## src/rtl/mem_port_arbiter.sv

```systemverilog
// Arbiter that shares one single-ported memory between instruction fetch and
// the data (load/store) stage. One transaction is in flight at a time. Data
// wins by default, and a streak limit keeps fetch from being starved.
module mem_port_arbiter #(
    parameter int AW           = 32,
    parameter int DW           = 32,
    parameter int MAX_D_STREAK = 4
) (
    input  logic          clk,
    input  logic          reset,
    // fetch side
    input  logic          IReq,
    input  logic [AW-1:0] IAddr,
    output logic [DW-1:0] IRdata,
    output logic          IValid,
    output logic          IStall,
    // data side
    input  logic          DReq,
    input  logic          DWe,
    input  logic [AW-1:0] DAddr,
    input  logic [DW-1:0] DWdata,
    output logic [DW-1:0] DRdata,
    output logic          DValid,
    output logic          DStall,
    // memory side
    output logic          MemReq,
    output logic          MemWe,
    output logic [AW-1:0] MemAddr,
    output logic [DW-1:0] MemWdata,
    input  logic [DW-1:0] MemRdata,
    input  logic          MemReady
);

    localparam int SW = $clog2(MAX_D_STREAK + 1);
    localparam logic [SW-1:0] STREAK_MAX = SW'(MAX_D_STREAK);

    typedef enum logic [1:0] {
        IDLE    = 2'd0,
        GRANT_I = 2'd1,
        GRANT_D = 2'd2
    } state_t;

    state_t        state, stateNext;
    logic [SW-1:0] streak;
    logic          dWins;
    logic          grantD;
    logic          grantI;
    logic          doneI;
    logic          doneD;

    // Next-state and grant decode. When data wins arbitration but its Valid
    // pulse is showing, the slot is left empty rather than handed to fetch,
    // so a continuously renewing data stream counts up its streak.
    always_comb begin
        stateNext = state;
        grantD    = 1'b0;
        grantI    = 1'b0;
        doneI     = 1'b0;
        doneD     = 1'b0;
        dWins     = DReq && (!IReq || (streak < STREAK_MAX));
        case (state)
            IDLE: begin
                if (dWins) begin
                    if (!DValid) begin
                        grantD    = 1'b1;
                        stateNext = GRANT_D;
                    end
                end else if (IReq && !IValid) begin
                    grantI    = 1'b1;
                    stateNext = GRANT_I;
                end
            end
            GRANT_I: begin
                if (MemReady) begin
                    doneI     = 1'b1;
                    stateNext = IDLE;
                end
            end
            GRANT_D: begin
                if (MemReady) begin
                    doneD     = 1'b1;
                    stateNext = IDLE;
                end
            end
            default: stateNext = IDLE;
        endcase
    end

    // State register.
    always_ff @(posedge clk) begin
        if (reset) state <= IDLE;
        else       state <= stateNext;
    end

    // A request is outstanding exactly while a grant state is held.
    assign MemReq = (state != IDLE);

    // Latch the winning requester's address, write enable and store data.
    always_ff @(posedge clk) begin
        if (reset) begin
            MemWe    <= 1'b0;
            MemAddr  <= '0;
            MemWdata <= '0;
        end else if (grantD) begin
            MemWe    <= DWe;
            MemAddr  <= DAddr;
            MemWdata <= DWdata;
        end else if (grantI) begin
            MemWe    <= 1'b0;
            MemAddr  <= IAddr;
            MemWdata <= '0;
        end
    end

    // Completion: one-cycle Valid pulse, read data captured for loads/fetches.
    always_ff @(posedge clk) begin
        if (reset) begin
            IValid <= 1'b0;
            DValid <= 1'b0;
            IRdata <= '0;
            DRdata <= '0;
        end else begin
            IValid <= doneI;
            DValid <= doneD;
            if (doneI)           IRdata <= MemRdata;
            if (doneD && !MemWe) DRdata <= MemRdata;
        end
    end

    // Consecutive data grants made while fetch waits; saturating.
    always_ff @(posedge clk) begin
        if (reset)                                streak <= '0;
        else if (!IReq || grantI)                 streak <= '0;
        else if (grantD && (streak < STREAK_MAX)) streak <= streak + SW'(1);
    end

    assign IStall = IReq & ~IValid;
    assign DStall = DReq & ~DValid;

endmodule

```

## config.mk

```make
export PLATFORM = sky130hd
export DESIGN_NAME = mem_port_arbiter
export DESIGN_NICKNAME = d
export VERILOG_FILES = /design/src/rtl/mem_port_arbiter.sv
export SDC_FILE = /design/constraint.sdc
export NUM_CORES = 1
export LEC_CHECK = 0
export ABC_AREA = 1
export BUFFER_PORTS_ARGS = -buffer_cell sky130_fd_sc_hd__buf_4
export CORE_MARGIN = 2
export CORE_UTILIZATION = 25
export CTS_CLUSTER_SIZE = 12
export DETAILED_ROUTE_END_ITERATION = 8
export PLACE_DENSITY_LB_ADDON = 0.12
export SYNTH_ARGS = -nofsm -noshare
export SYNTH_HDL_FRONTEND = slang
export SYNTH_SLANG_ARGS = --single-unit
```

## constraint.sdc

```tcl
create_clock -name clk -period 1.7 [get_ports clk]
set_clock_uncertainty 0.15 [all_clocks]
set_input_delay 0 -clock clk [delete_from_list [all_inputs] [get_ports clk]]
set_output_delay 0 -clock clk [all_outputs]
set_load 0.1 [all_outputs]
```

Word level (Yosys, flattened, before mapping):

Index checks and enable logic that the tools add are counted.

* register bits: 136
* output and inout bits: 134

* add/sub/neg operators: 1
* $lt $le $gt $ge: 1
* equal/unequal tests: 5
* mux-type cells: 20
* bitwise logic cells: 4
* reduce and logical (&&, ||, !) cells: 15

Operators with widths (count)
* two-way mux 32 bit: 4
* two-way mux 1 bit: 11
* two-way mux 2 bit: 4
* != test 3 bit, second input constant: 2
* logical AND 1 bit: 4
* one-hot mux 2 bit (2 select lines): 1
* nonzero test 2 bit: 2
* OR reduction 2 bit: 2
* adder 3 x 1 -> 3 bit, second input constant: 1
* logical NOT 1 bit: 3
* < comparator 3 bit, second input constant: 1
* AND reduction 3 bit: 1
* AND 1 bit: 2
* == test 2 x 1 -> 1 bit, second input constant: 1
* == test 2 bit, second input constant: 1
* logical NOT 2 bit: 1
* logical OR 1 bit: 2
* != test 2 x 1 -> 1 bit, second input constant: 1
* inverter 1 bit: 2

Logic depth before layout (Yosys ltp):

* word-level depth: 7
* gate-level depth with buffers: 10

Worst setup path before layout:

Ideal clock, no wire load.

* kind: reg2reg
* start point: reg IValid
* end point: reg MemAddr[25]
* setup time: 0.138 ns
* data arrival time: 2.017 ns
* required time: 1.412 ns
* setup slack: -0.606 ns
* cell stages (with the launch flop): 8
* period minus slack after synthesis: 2.306 ns
* cell sequence: dfxtp_1 nor2_4 nand3_2 nand2_4 inv_4 buf_4 nand2_1 a21oi_1

* cells in the longest elaborated chain, start to end: 6

RTL lines
* start, declared: RTL line 15 `output logic IValid,`
* start signal, assigned: RTL line 123 `IValid <= doneI;`
* logical NOT 1 bit: RTL line 68 `end else if (IReq && !IValid) begin`
* logical AND 1 bit: RTL line 68
* two-way mux 1 bit: RTL line 68
* two-way mux 1 bit: RTL line 63 `if (dWins) begin`
* two-way mux 1 bit: RTL line 61 `case (state)`
* nonzero test 2 bit (no source line)
* end signal, assigned: RTL line 106 `MemAddr <= DAddr;`
* end signal, assigned: RTL line 110 `MemAddr <= IAddr;`
* end, declared: RTL line 28 `output logic [AW-1:0] MemAddr,`

No other way between the ends.
A chain may end at the register's enable or synchronous reset.

Worst setup path after layout:

* start point: reg state[1]
* end point: reg MemWdata[18]

* cells in the longest elaborated chain, start to end: 3

RTL lines
* start, declared: RTL line 43 `state_t state, stateNext;`
* start signal, assigned: RTL line 92 `else state <= stateNext;`
* logical NOT 2 bit (*): RTL line 61
* two-way mux 1 bit: RTL line 61
* two-way mux 32 bit / nonzero test 2 bit (equally long branches)
* end signal, assigned: RTL line 107 `MemWdata <= DWdata;`
* end, declared: RTL line 29 `output logic [DW-1:0] MemWdata,`

Every way passes the cells marked *; elsewhere a longest branch is shown, timed or not.

==> flow_metrics.tcl <==
set metrics [dict create \
    status "finished clean" \
    clk-insertion-delay-late_ns 0.41 \
    r2r_cells 8 \
    pwr-share-comb_pct 41.1 \
    synth_area_sq_um 5490 \
    ys_warn_count 0 \
    peakVddDrop_mv 0.670 \
    regArea_sq_um 2730 \
    grt.total_usage_pct 16.3 \
    port-buffer-count 267 \
    rsz0062_at_grt "true" \
    grt_pass1_vias 5936 \
    hold_violations 0 \
    crit_path_max_incr_delay_ns 0.32 \
    timing.hold.ws_ns 0.198 \
    slew_headroom_pct 69.2 \
    postSynthCellCount 753 \
    wl_per_cell_um 13.8 \
    worst_setup_path_end_kind "flop" \
    ioPinCount 268 \
    slew_viol_final 0 \
    synthesis.nets 891 \
    vias 6058 \
    nFillCells 2221 \
    power_uw 12900 \
    drcViolationCount 0 \
    die_x_um 152 \
    maxCapViolations 0 \
    dpl-instance-area_sq_um 7940 \
    crit_type "reg -> reg" \
    intPower_uw 7500 \
    wirelength_mm 20.0 \
    tns_ns 0 \
    std_cell_rows 54 \
    tightest_slew_ns 0.462 \
    overflow 0 \
    clockPowerShare_pct 29.9 \
    fmax_ghz 0.613 \
    firstDrtPassIters 4 \
    p_leak_uw 0.00483 \
    areaGrowthSynthToFinish_pct 84.4 \
    cts_root_buf "clkbuf_16" \
    crit_chain "inv_2 -> ha_4 -> nand3_4 -> nor2_4 -> buf_6 -> clkbuf_16 -> nand2_1 -> a21oi_1" \
    startpoint_type "flop" \
    cp_slowest_cell "dfxtp_1" \
    grt_pass1_wl_mm 30.7 \
    p_per_area_nw_per_um2 1270 \
    path_clk_slew_ns 0.06 \
    switchingPower_uw 5370 \
    place_congestion 0.756 \
    cts_tree "built" \
    fin_crit_sh_pct 96.0 \
    power_frac_seq_pct 28.9 \
    ys_seq_area_share_pct 49.6 \
    grt_start_max_net_pins 69 \
    initial_core_util_pct 25.3 \
    setup_viol 0 \
    h-tree-depth 4 \
    ctsLongestPathBuffers 2 \
    fin_nets 1297 \
    multi_input_area_sq_um 2250 \
    critPathMaxFanout 11 \
    final_area_sq_um 10100 \
    antenna_found_initial 1 \
    cts_buffers 17 \
    core_sq_um 21700 \
    dieHeight_um 152 \
    worstPathArrival_ns 1.82 \
    die-area_sq_um 23200 \
    critPathRequiredTime_ns 1.89 \
    utilization_pct 46.7 \
    final_antenna_net_count 0 \
    dp_hpwl_mm 12.5 \
    drive_above_1_share_pct 31.6 \
    holdPathStages 4 \
    ys_types 23 \
    viasPerCell 4.17 \
    drtIter0Drc 175 \
    period_minus_slack_ns 1.63 \
    cts_sinks 136 \
    p_sw_share_pct 41.7 \
    hold_path.class "in -> reg" \
    synth.avg_cell_area_sq_um 7.29 \
    ys_seq_elements 136 \
]
-- state kept, by name, summed over array words and instances, names as in the netlist --
name	count
DRdata	32
IRdata	32
MemAddr	32
MemWdata	32
streak	3
state	2
DValid	1
IValid	1
MemWe	1
-- Yosys cell counts (all sizes together) --
cell type	count	area share, %
buf	23	3.0
clkbuf	24	1.6
nand4	3	0.62
ha	4	0.91
nand3b	1	0.14
nand3	38	3.6
nand2	177	13
a21oi	69	7.0
dfxtp	136	50
nor2	136	9.5
o21ai	64	5.8
inv	78	5.4
-- power groups by stage --
stage	Clock [uW]	Combinational, uW	Sequential, uW
after global placement	0	4830	3780
after floorplan	0	1130	6190
final	3850	5300	3730
after global routing	4110	5570	3770
after CTS	3980	5090	3730
after detailed placement	0	4830	3790
-- final cells by class --
class                      count  area share (%)
inverter                      78            2.97
sequential                   136            27.0
clock buffer                  22            4.99
timing repair buffer         434            38.2
multi-input combinational    492            22.3
clock inverter                 9            1.11
tap                          280            3.46
antenna                        1          0.0247
-- worst max-delay path: cells and delay by family, from the launching register on --
kind | cells | cell delay (ns)
buffers and inverters | 3 | 0.43
AND/OR/NAND/NOR | 3 | 0.34
flip-flops | 1 | 0.32
adder cells (fa/ha/maj) | 1 | 0.18
AO/OA/AOI/OAI | 1 | 0.13
-- per-stage QoR --
step | worst slack, ns | cells
global placement | -0.00328 | 1276
detailed placement | -0.0559 | 1276
floorplan | -0.237 | 753
CTS | 0.000124 | 1440
finish | 0.0680 | 1452
global route | -0.0147 | 1452
-- routing by layer --
| metal | global-route usage (%) | share of wire, % | up-vias |
|---|---|---|---|
| li1 | - | - | 3157 |
| met1 | 19.9 | 44 | 2716 |
| met2 | 27.5 | 48 | 168 |
| met3 | 4.89 | 6.2 | 17 |
| met4 | 5.30 | 1.4 | 0 |
| met5 | 0 | 0 | - |
-- path summary, 6_finish.rpt --
| path | from | to | slack [ns] |
|---|---|---|---|
| max | state[1] | MemWdata[18] | 0.07 |
| max reg2reg | state[1] | MemWdata[18] | 0.07 |
| min reg2reg | MemWdata[17] | MemWdata[17] | 0.31 |
| min | MemRdata[26] | DRdata[26] | 0.20 |
-- timing repair --
action,4_1_cts,5_1_grt
hold buffers,133,0
endpoints found under the hold margin,136,0
pin swaps,0,2
endpoints found under the setup margin,50,90
gates resized for setup,2,10
gates cloned,0,6
setup buffers,0,5
-- placed cells by master, fill, tap and decap left out, types with 13 or more instances in the layout --
master,synthesis,final
inv_1,77,75
buf_12,0,13
dfxtp_1,136,133
buf_4,9,279
nor2_1,134,131
dlygate4sd3_1,0,133
clkbuf_16,0,24
o21ai_0,64,64
nand2_1,164,164
a21oi_1,59,59
nand3_1,36,36
-- kinds of logic (layout without fill, tap and decap cells) --
logic type / after synthesis / after routing / share of synthesized area [%]
and+or+nand+nor: 355 / 355 / 26.7
other: 0 / 1 / 0
DFF: 136 / 136 / 49.6
AOI/OAI and AO/OA: 133 / 133 / 12.8
buffers and inverters: 125 / 543 / 10.0
adders and majority gates: 4 / 4 / 0.912
No activity file was read; power rests on OpenSTA's default activity.
